## src/rtl/bus_sequencer_pkg.sv

```systemverilog
// bus_sequencer_pkg: shared state encoding and bus constants for the sequencer
package bus_sequencer_pkg;
  typedef enum logic [2:0] {FETCH, EXEC, MEM, COMMIT, HALT} state_t;
  localparam logic [31:0] RESET_VECTOR_DEF = 32'hBFC00000;
  localparam logic [3:0] BE_ALL = 4'hF;
endpackage

```

## src/rtl/bus_watchdog.sv

```systemverilog
// bus_watchdog: counts consecutive stalled bus cycles, fires on the TIMEOUT-th
module bus_watchdog #(
  parameter int TIMEOUT = 255
) (
  input  logic clk,
  input  logic reset,
  input  logic stall,
  output logic fire
);
  localparam int W = $clog2(TIMEOUT + 1);
  logic [W-1:0] cnt;
  always_ff @(posedge clk or posedge reset)
    if (reset) cnt <= '0;
    else cnt <= stall ? cnt + 1'b1 : '0;
  assign fire = stall && (cnt == W'(TIMEOUT - 1));
endmodule

```

## src/rtl/bus_sequencer.sv

```systemverilog
// bus_sequencer: multi-cycle fetch/exec/mem/commit bus sequencer.
// Define BUS_TIMEOUT_EN to add the waitrequest watchdog (bus_error, forced HALT).
module bus_sequencer
  import bus_sequencer_pkg::*;
#(
  parameter logic [31:0] RESET_VECTOR = RESET_VECTOR_DEF,
  parameter int TIMEOUT = 255
) (
  input  logic        clk,
  input  logic        reset,
  input  logic [31:0] pc,
  input  logic [31:0] data_addr,
  input  logic [31:0] data_wdata,
  input  logic [3:0]  data_be,
  input  logic        data_rd,
  input  logic        data_wr,
  input  logic        halt_req,
  output logic [31:0] mem_address,
  output logic        mem_read,
  output logic        mem_write,
  output logic [3:0]  mem_byteenable,
  output logic [31:0] mem_writedata,
  input  logic        mem_waitrequest,
  input  logic [31:0] mem_readdata,
  output logic [31:0] instr,
  output logic [31:0] load_data,
  output logic        exec,
  output logic        pc_en,
  output logic        active,
  output logic        bus_error
);
  state_t state;
  logic [31:0] addr_q, wdata_q;
  logic [3:0] be_q;
  logic rd_q, wr_q, fire;
  logic unused_params;
  assign unused_params = ^{RESET_VECTOR, 32'(TIMEOUT)};
  // Strobes decode from state but are gated by reset so they drop asynchronously.
  assign mem_read = ~reset & ((state == FETCH) | ((state == MEM) & rd_q));
  assign mem_write = ~reset & (state == MEM) & wr_q;
  assign mem_address = (state == FETCH) ? pc : addr_q;
  assign mem_byteenable = (state == FETCH) ? BE_ALL : be_q;
  assign mem_writedata = wdata_q;
`ifdef BUS_TIMEOUT_EN
  bus_watchdog #(.TIMEOUT(TIMEOUT)) u_wd (
    .clk(clk),
    .reset(reset),
    .stall((mem_read | mem_write) & mem_waitrequest),
    .fire(fire)
  );
`else
  assign fire = 1'b0;
`endif
  always_ff @(posedge clk or posedge reset) begin
    if (reset) begin
      state <= FETCH;
      instr <= '0;
      load_data <= '0;
      exec <= 1'b0;
      pc_en <= 1'b0;
      active <= 1'b1;
      bus_error <= 1'b0;
      addr_q <= '0;
      wdata_q <= '0;
      be_q <= '0;
      rd_q <= 1'b0;
      wr_q <= 1'b0;
    end else begin
      exec <= 1'b0;
      pc_en <= 1'b0;
      if (fire) begin
        state <= HALT;
        active <= 1'b0;
        bus_error <= 1'b1;
      end else begin
        case (state)
          FETCH: if (!mem_waitrequest) begin
            instr <= mem_readdata;
            exec <= 1'b1;
            state <= EXEC;
          end
          EXEC: begin
            addr_q <= data_addr;
            wdata_q <= data_wdata;
            be_q <= data_be;
            rd_q <= data_rd;
            wr_q <= data_wr & ~data_rd;
            state <= (data_rd | data_wr) ? MEM : COMMIT;
            pc_en <= ~(data_rd | data_wr);
          end
          MEM: if (!mem_waitrequest) begin
            if (rd_q) load_data <= mem_readdata;
            pc_en <= 1'b1;
            state <= COMMIT;
          end
          COMMIT: begin
            state <= halt_req ? HALT : FETCH;
            active <= ~halt_req;
          end
          default: state <= HALT;
        endcase
      end
    end
  end
endmodule

```

## config.mk

```make
export PLATFORM = sky130hd
export DESIGN_NAME = bus_sequencer
export DESIGN_NICKNAME = d
export VERILOG_FILES = /design/src/rtl/bus_sequencer_pkg.sv /design/src/rtl/bus_watchdog.sv /design/src/rtl/bus_sequencer.sv
export SDC_FILE = /design/constraint.sdc
export NUM_CORES = 1
export LEC_CHECK = 0
export ABC_AREA = 1
export BUFFER_PORTS_ARGS = -buffer_cell sky130_fd_sc_hd__buf_2
export CORE_MARGIN = 3
export CORE_UTILIZATION = 28
export DETAILED_ROUTE_END_ITERATION = 12
export GPL_TIMING_DRIVEN = 0
export HOLD_SLACK_MARGIN = 0.05
export PLACE_DENSITY = 0.54
export SYNTH_ARGS = -nofsm -noshare
export SYNTH_HDL_FRONTEND = slang
export SYNTH_SLANG_ARGS = --single-unit
```

## constraint.sdc

```tcl
create_clock -name clk -period 4.3 [get_ports clk]
set_input_delay 0.215 -clock clk [delete_from_list [all_inputs] [get_ports clk]]
set_output_delay 0.215 -clock clk [all_outputs]
set_load 0.01 [all_outputs]
```

# Word level (Yosys, flattened, before mapping)
# Index checks and enable logic that the tools add are counted.
# word_totals
reg_bits,140
in_bits,138
# op_classes
eq_ne,5
n_reduce_logical,4
bitwise,12
mux,10
# op_table
op,count
32-bit 2-to-1 mux,1
3-bit one-hot mux with 4 select lines,1
3-bit 2-to-1 mux,3
"3-bit by 2-bit == test with 1-bit output, second input constant",2
1-bit AND,5
1-bit inverter,5
4-bit 2-to-1 mux,1
"2-bit != test, second input constant",2
2-bit AND reduction,2
"3-bit by 1-bit == test with 1-bit output, second input constant",1
3-bit logical NOT,1
1-bit 2-to-1 mux,3
3-bit AND reduction,1
1-bit OR,2
1-bit one-hot mux with 2 select lines,1

# Longest topological paths before layout
# depth
ltp_word,4
depth_mapped,8

# Worst setup path after synthesis
# OpenSTA, ideal clock, no wires.
# synth_timing
path_type,reg2out
startpoint,reg state[0]
endpoint,out mem_write
required_time_ps,4085
t_arrival_ps,1173
path_buffers,2
path_stages_with_launch,6
path_slack_ps,2912
path_cell_list,dfrtp_1 -> nor2_2 -> buf_4 -> buf_6 -> nand2_1 -> nor3_1
# synth_between
elab_chain_cells,3
# synth_rtl
item,line,rtl
start: declaration,bus_sequencer.sv:32,state_t state;
start signal: assignment,bus_sequencer.sv:88,state <= (data_rd | data_wr) ? MEM : COMMIT;
start signal: assignment,bus_sequencer.sv:97,state <= halt_req ? HALT : FETCH;
3-bit by 2-bit == test with 1-bit output,bus_sequencer.sv:40,assign mem_write = ~reset & (state == MEM) & wr_q;
1-bit AND (2 in series),bus_sequencer.sv:40,
end: declaration,bus_sequencer.sv:20,"output logic mem_write,"
# Every way passes these cells.

# Worst setup path in the final report
# Same ends and word-level chain as after synthesis.

==> results.sh <==
export IMPL_status="finished clean"
export IMPL_mostFrequentLayoutCells="401 x nand2_1, 299 x buf_2, 139 x dfrtp_1, 73 x dlygate4sd3_1, 65 x nand4_1"
export IMPL_ys_ff_latch=140
export IMPL_clock_sinks=140
export IMPL_grt_max_degree=83
export IMPL_clock_skew_ns=0.00960
export IMPL_endpoint_kind="primary output"
export IMPL_yosysSeqAreaShare_pct=57.7
export IMPL_drt_wl_total_um=21500
export IMPL_hp_class="in -> reg"
export IMPL_cts_max_level=4
export IMPL_synth_area_per_cell_um2=8.37
export IMPL_final_common_cell="nand2_1"
export IMPL_dp_slack_ns=2.42
export IMPL_async_flop_share_pct=100
export IMPL_cp_data_required_time_ns=4.09
export IMPL_cp_max_fo=10
export IMPL_insertion_delay_ns=0.42
export IMPL_relSlewSlack_pct=61.3
export IMPL_fmax_mhz=450
export IMPL_grt_pass1_wl_um=33900
export IMPL_grtUsageTotal_pct=18.1
export IMPL_port_buffers=274
export IMPL_tns_ns=0
export IMPL_hold_depth=3
export IMPL_critPathKind="reg -> out"
export IMPL_worstRegToRegCells=6
export IMPL_final_area_um2=9130
export IMPL_min_from="mem_readdata[15]"
export IMPL_crit_buf_inv=3
export IMPL_leakagePower_nw=4.93
export IMPL_io_pins=276
export IMPL_postSynthCellCount=726
export IMPL_clk_pin_slew_ns=0.06
export IMPL_nets=1231
export IMPL_fp_dieW_um=153
export IMPL_finalSetupViolCount=0
export IMPL_routedWlPerCell_um=15.6
export IMPL_place_area_um2=7830
export IMPL_cts_root_buf="clkbuf_16"
export IMPL_design_core_area_um2=21200
export IMPL_finalCriticalPeriod_ns=2.22
export IMPL_synthToLayoutAreaGrowth_pct=50.3
export IMPL_max_cap_viol_count=0
export IMPL_vdd_ir_drop_max_mv=0.235
export IMPL_synth_nets=864
export IMPL_reg2reg_to="instr[10]"
export IMPL_powerDensity_nw_per_um2=321
export IMPL_ys_types=19
export IMPL_clock_path_buffers=2
export IMPL_tritoncts="yes"
export IMPL_drt_pass1_iter_count=5
export IMPL_cp_top_family="buffers and inverters"
export IMPL_postCtsSetupBuffers=0
export IMPL_cp_start_kind="register"
export IMPL_cp_arrival_ns=2.01
export IMPL_first_iter_violations=294
export IMPL_grt_pass1_vias=6246
export IMPL_grt_overflow_total=0
export IMPL_worst_slew_pin_slew_ns=0.580
export IMPL_layout_drive_gt1_share_pct=32.1
export IMPL_cts_made_buffers=17
export IMPL_detailed_place_hpwl_um=15500
export IMPL_setup_slack_ns=2.08
export IMPL_final_util_pct=43.2
export IMPL_r2r_slack_ns=2.74
export IMPL_die_area_um2=23500
export IMPL_antenna_found_initial=1
export IMPL_cp_slowest_cell="dfrtp_1"
export IMPL_yosys_warnings=0
export IMPL_start_util_pct=28.7
export IMPL_synth_edff_count=0
export IMPL_min_to="load_data[15]"
export IMPL_num_rows=53
export IMPL_hold_viol_final=0
export IMPL_cp_slowest_stage_delay_ns=0.43
export IMPL_die_y_um=153
export IMPL_r2r_start="state[1]"
export IMPL_synthFlopType="dfrtp_1"
export IMPL_maxSlewViolCount=0
export IMPL_hold_ws_ns=0.0672
export IMPL_gp_congestion=0.812
export IMPL_cp_cell_sequence="nor2_2 > buf_4 > buf_6 > nand2_1 > nor3_1 > buf_2"
export IMPL_drtAntennaViolNets=0
export IMPL_synth_area_um2=6080
export IMPL_grt_setup_unrepaired="false"
export IMPL_drc_errors=0
export IMPL_viasPerCell=4.52
export IMPL_vias=6250
export IMPL_fin_crit_sh_pct=51.7
==> power breakdown <==
group,internal [mW],switching [mW],total (mW)
registers,1.32,0,1.32
clock network,0.824,0.626,1.45
logic,0.0922,0.0757,0.168
==> metrics by stage <==
stage,std cells,total power [mW]
2_1_floorplan,726,1.37
3_3_place_gp,1275,1.46
3_5_place_dp,1276,1.46
4_1_cts,1381,2.97
5_1_grt,1381,3.05
6_report,1382,2.94
==> final cells by class <==
cell class,count,area [um^2]
inverters,13,55.1
clock buffers,19,443
fillers,2205,12000
multi-input cells,520,2190
repair buffers,348,2130
plain buffers,53,335
diodes,1,2.50
clock inverters,13,131
well taps,275,344
flip-flops and latches,140,3500
==> repair_timing <==
item / in CTS / in global routing
endpoints found under the hold margin: 131 / 0
resized for setup: 0 / 0
hold buffers: 73 / 0
==> worst max path at each step <==
stage	slack, ns	startpoint	to	cells after the start
final	2.08	state[0]	mem_write	6
after global routing	1.89	state[0]	mem_write	6
after CTS	1.96	state[0]	mem_write	6
after detailed placement	2.42	state[0]	mem_write	6
after global placement	-1.75	reset	load_data[4]	2
after floorplan	0.33	reset	addr_q[0]	1
==> registers in the layout, summed over array words and instances, names as in the netlist, 3 cells and up <==
signal,cells
be_q,4
instr,32
addr_q,32
mem_writedata,32
load_data,32
state,3
==> metal layers <==
metal,up-vias,part of all wire [%],track usage [%]
met2,235,47,28.8
met5,-,0.060,0
met3,27,6.7,4.93
li1,3063,-,-
met4,2,1.6,5.43
met1,2923,45,24.1
==> cells by family (layout without fill, tap and decap cells) <==
logic type / Yosys count / in the layout / synth area share, %
flops: 140 / 140 / 57.7
compound gates: 10 / 10 / 0.823
other cells: 1 / 2 / 0.0617
simple gates: 509 / 509 / 35.1
buf+inv: 66 / 446 / 6.34
==> worst reg2reg max path, cell delays in order, from the launching register on <==
cell	delay, ns
dfrtp_1	0.37
buf_6	0.14
clkinv_2	0.09
buf_2	0.30
buf_2	0.30
nand4_1	0.17
nand2_1	0.11
==> cell usage after synthesis (3+ instances only) <==
cell type | number | share of area, %
buf_4 | 4 | 0.49
clkbuf_1 | 12 | 0.74
buf_6 | 12 | 2.2
nand2_1 | 401 | 25
inv_1 | 11 | 0.68
o21ai_0 | 9 | 0.74
buf_2 | 25 | 2.1
nor2_1 | 3 | 0.19
nand3_1 | 35 | 2.9
dfrtp_1 | 139 | 57
nand4_1 | 65 | 6.7
nor2_2 | 3 | 0.31
No activity file was read; power rests on OpenSTA's default activity.
